--- config.mk ---
export PLATFORM = sky130hd
export DESIGN_NAME = box_drawer
export DESIGN_NICKNAME = d
export VERILOG_FILES = /design/src/rtl/box_drawer.sv
export SDC_FILE = /design/constraint.sdc
export NUM_CORES = 1
export LEC_CHECK = 0
export CELL_PAD_IN_SITES_DETAIL_PLACEMENT = 1
export CELL_PAD_IN_SITES_GLOBAL_PLACEMENT = 1
export CORE_UTILIZATION = 41
export DETAILED_ROUTE_END_ITERATION = 10
export HOLD_SLACK_MARGIN = 0.02
export PLACE_DENSITY = 0.84
export SYNTH_ARGS = -nofsm -noshare
export SYNTH_HDL_FRONTEND = slang
export SYNTH_SLANG_ARGS = --single-unit
--- constraint.sdc ---
create_clock -name clock -period 4.4 [get_ports clock]
set_input_delay 1.32 -clock clock [delete_from_list [all_inputs] [get_ports clock]]
set_output_delay 1.32 -clock clock [all_outputs]
set_load 0.1 [all_outputs]
--- src/rtl/box_drawer.sv ---
// box_drawer: rasterises valid/ready box commands into one pixel plot per clock.
// Optional screen-edge clipping is enabled by defining BOX_DRAWER_CLIP_EN.
module box_drawer #(
  parameter logic [8:0] SCREEN_WIDTH  = 9'd320,
  parameter logic [8:0] SCREEN_HEIGHT = 9'd240
) (
  input  logic       clock,
  input  logic       reset_n,
  input  logic       s_valid,
  output logic       s_ready,
  input  logic [8:0] in_box_x,
  input  logic [8:0] in_box_y,
  input  logic [8:0] in_box_w,
  input  logic [8:0] in_box_h,
  input  logic [2:0] in_box_color,
  output logic       plot,
  output logic [8:0] out_x,
  output logic [8:0] out_y,
  output logic [2:0] out_color,
  output logic       busy
);

  typedef enum logic {
    S_IDLE = 1'b0,
    S_DRAW = 1'b1
  } state_t;

  state_t     state;
  state_t     state_d;

  logic [8:0] box_x;
  logic [8:0] box_y;
  logic [8:0] box_w;
  logic [8:0] box_h;
  logic [2:0] box_color;
  logic [8:0] col;
  logic [8:0] row;

  logic [9:0] sum_x;
  logic [9:0] sum_y;
  logic       last_col;
  logic       last_row;
  logic       take;
  logic       in_view;

  assign sum_x    = {1'b0, box_x} + {1'b0, col};
  assign sum_y    = {1'b0, box_y} + {1'b0, row};
  assign last_col = (col == box_w - 9'd1);
  assign last_row = (row == box_h - 9'd1);
  assign take     = (state == S_IDLE) && s_valid;

`ifdef BOX_DRAWER_CLIP_EN
  assign in_view  = (sum_x < {1'b0, SCREEN_WIDTH}) &&
                    (sum_y < {1'b0, SCREEN_HEIGHT});
`else
  assign in_view  = 1'b1;
`endif

  // State register.
  always_ff @(posedge clock or negedge reset_n) begin
    if (!reset_n) begin
      state <= S_IDLE;
    end else begin
      state <= state_d;
    end
  end

  // Command latch and raster counters.
  always_ff @(posedge clock or negedge reset_n) begin
    if (!reset_n) begin
      box_x     <= '0;
      box_y     <= '0;
      box_w     <= '0;
      box_h     <= '0;
      box_color <= '0;
      col       <= '0;
      row       <= '0;
    end else if (take) begin
      box_x     <= in_box_x;
      box_y     <= in_box_y;
      box_w     <= in_box_w;
      box_h     <= in_box_h;
      box_color <= in_box_color;
      col       <= '0;
      row       <= '0;
    end else if (state == S_DRAW) begin
      if (last_col) begin
        col <= '0;
        row <= row + 9'd1;
      end else begin
        col <= col + 9'd1;
      end
    end
  end

  // Next state and pixel outputs, decoded straight from the registers.
  always_comb begin
    state_d   = state;
    s_ready   = 1'b0;
    busy      = 1'b0;
    plot      = 1'b0;
    out_x     = '0;
    out_y     = '0;
    out_color = '0;
    unique case (state)
      S_IDLE: begin
        s_ready = 1'b1;
        if (s_valid && (in_box_w != '0) && (in_box_h != '0))
          state_d = S_DRAW;
      end
      S_DRAW: begin
        busy      = 1'b1;
        plot      = in_view;
        out_x     = sum_x[8:0];
        out_y     = sum_y[8:0];
        out_color = box_color;
        if (last_col && last_row)
          state_d = S_IDLE;
      end
      default: state_d = S_IDLE;
    endcase
  end

endmodule

==> metrics.txt <==
fin. max-slew vios=0; Fill cells=a little over 1,000; final net count=between 500 and 600; initial antenna violation count=0; vias=about 3,300; clock latency on the worst-skew pair=around 0.34 ns; core area=roughly 9000 sq um; Port Buffer Count=65; cell area after synthesis=roughly 3800 sq um; hold crit path type=reg -> reg; wire length of the first global-routing pass=approximately 17 mm; period utilization=95.7%; die area=9660 sq um; CTS HTree Levels=3; first drt pass iteration count=6; Tightest Pin Transition=approximately 1.0 ns; DR WL/cell=17.5 um; # diodes=0; maxcap violations=0; flop2flop setup slack=about 1.8 ns; outcome=finished, final reports clean; Die H=98.3 um; R2R cell count=9; Hold Vio Cnt, Final=0; Setup WS pre-CTS=0.517 ns; Antenna Nets Post-Route=0; total grt overflow=0; worst setup path start=row[0]; worst path arrival time=around 2.9 ns; GRT Resource Usage Total=between 20% and 30%; fraction of registers with async set/reset=100%; number of global-route vias before repair=~3,500; Layout area overhead=24.5%; slew margin rel.=around a third; HPWL after DPL=about 7.4 mm; worst reg2reg startpoint=box_w[0]; RSZ-0062 raised after global routing=false; Starting Density=43.0%; Leakage=2.01 nW; synth warn=0; multi-input combinational cell area=roughly 2200 sq um; Post-synth EDFFs=0; CP endpoint=out_y[8]; critical path endpoint category=output port; Fmax achieved=238 MHz; clk root buf=clkbuf_8; post-synthesis sequential area ratio=38.2%; global placement routability congestion=0.881; setup ws final=roughly 0.19 ns; Die Wd=98.3 um; Worst Skew=0.0112 ns; Mean Syn Cell Area=slightly below 10 sq um; IO Count=66; largest fanout on the critical path=6; Worst EP required=just over 3 ns; Clock Path Buffers=2; register area=1450 sq um; share of cells above drive strength 1=19.2%; Cells after Synth=around 400; largest area contributor in the netlist=dfrtp_1; Crit Reg-Reg Endpoint=state; flop and latch count out of synthesis=58; Crit Path Category=reg -> out; number of setup buffers added after CTS=0; min Tclk post-route=4.21 ns; Synthesized Nets=between 400 and 500; pin count of the biggest net entering global routing=44; vias per inst=5.69; Cell Pwr Density=between 500 and 600 nW/um^2; Synth cell types=58; Worst-path clk slew=0.07 ns; DRC violations left=0; Core Rows=34; fin area=between 4000 and 5000 sq um; worst vdd ir=about 440 uV; Most used DFF post-synth=dfrtp_1; dpl cell area=around 4600 sq um; final setup vio count=0; top cells by area, synth=dfrtp_1, mux2_2, ha_1; wirelength, routed=10.0 mm; Starting DRT DRC Count=97; CTS tree=built; Synth top area share=between 30% and 40%; clk sinks=58; Num CTS Buffers=9; Startpoint Class=flip-flop; worst hold stages=1
## worst min-delay path by stage
| stage | endpoint | slack, ns | from |
|---|---|---|---|
| after floorplan | box_color[0] | 0.47 | box_color[0] |
| after global placement | box_color[1] | 0.49 | box_color[1] |
| after detailed placement | box_color[0] | 0.49 | box_color[0] |
| after CTS | box_color[0] | 0.50 | box_color[0] |
| after global routing | box_color[2] | 0.52 | box_color[2] |
| final | box_color[0] | 0.50 | box_color[0] |
## cells in the final DEF (no fill, tap or decap), drive strengths merged, types with 19 or more instances in the layout
| cell type | instances |
|---|---|
| buf | 29 |
| clkdlybuf4s50 | 40 |
| dfrtp | 58 |
| ha | 20 |
| inv | 19 |
| mux2 | 32 |
| nand2 | 26 |
| nand3 | 19 |
| nor2 | 27 |
| nor3 | 20 |
| o21ai | 21 |
| xor2 | 21 |
## repair_timing
| item | in CTS | in global routing |
|---|---|---|
| setup endpoints to repair | 0 | 1 |
| resized for setup | 0 | 2 |
| hold buffers | 0 | 0 |
## per-layer routing
metal  vias up  wire length, um  global-route usage, %  part of all wire (%)
met5         -                0                      0                     0
met4         0              160                   7.69                   1.6
met3        17              283                   4.44                   2.8
met2        62             5380                   40.5                    54
met1      1644             4170                   26.5                    42
li1       1531                -                      -                     -
## report_power, final
| part | internal (mW) | switching (mW) |
|---|---|---|
| clock network | 0.235 | 0.216 |
| logic | 0.498 | 1.09 |
| registers | 0.599 | 0.122 |
## through the flow
stage	power (mW)	instances	hold slack [ns]	TNS, ns	util (%)
detailed placement	2.31	556	0.489	0	51.5
global placement	2.26	556	0.486	0	51.5
finish	2.76	572	0.502	0	53.5
floorplan	1.89	395	0.473	-4.97	-
CTS	2.78	572	0.504	0	53.5
global route	2.90	572	0.522	0	53.5
## logic make-up after synthesis
group	synth area share, %
XOR/XNOR	8.76
buffers and inverters	3.92
AO/OA/AOI/OAI	10.9
AND/OR/NAND/NOR	20.3
adder cells (fa/ha/maj)	7.64
flip-flops	38.2
multiplexers	10.3
## flip-flops by register name, indices dropped and copies added, names as in the netlist
name	count
state	1
row	9
box_color	3
box_x	9
box_w	9
box_h	9
col	9
box_y	9
## cell usage after synthesis, types with 3 or more instances
| master | n |
|---|---|
| nor4_1 | 4 |
| nor3_1 | 19 |
| and3_1 | 5 |
| o311ai_1 | 4 |
| xor2_1 | 21 |
| inv_1 | 18 |
| and2_1 | 6 |
| or3_1 | 3 |
| o21ai_0 | 19 |
| mux2_2 | 32 |
| clkbuf_1 | 8 |
| nor3b_1 | 3 |
| nor2b_1 | 10 |
| ha_1 | 20 |
| nand2_1 | 25 |
| buf_1 | 4 |
| nand4_1 | 5 |
| o31ai_1 | 3 |
| mux2i_1 | 3 |
| o211ai_1 | 5 |
| xnor2_1 | 17 |
| nand3_1 | 18 |
| nor2_1 | 27 |
| nand2b_1 | 6 |
| a21oi_1 | 11 |
| dfrtp_1 | 58 |
## critical path, cell delays in order (launching register included)
cell	delay (ns)
dfrtp_2	0.43
ha_1	0.20
inv_1	0.06
fa_1	0.37
nor2b_1	0.19
o21ai_0	0.16
a21boi_1	0.25
o21ai_0	0.18
a21oi_1	0.20
xnor2_1	0.10
nor2_1	0.20
buf_12	0.21
## cell type report
type | count | area share [%]
multi-input cells | 301 | 46.8
repair buffers | 69 | 14.3
flip-flops and latches | 58 | 30.7
inverters | 20 | 1.59
well taps | 108 | 2.85
clock inverters | 2 | 0.264
clock buffers | 14 | 3.44
Power figures use the tool's default switching activity.
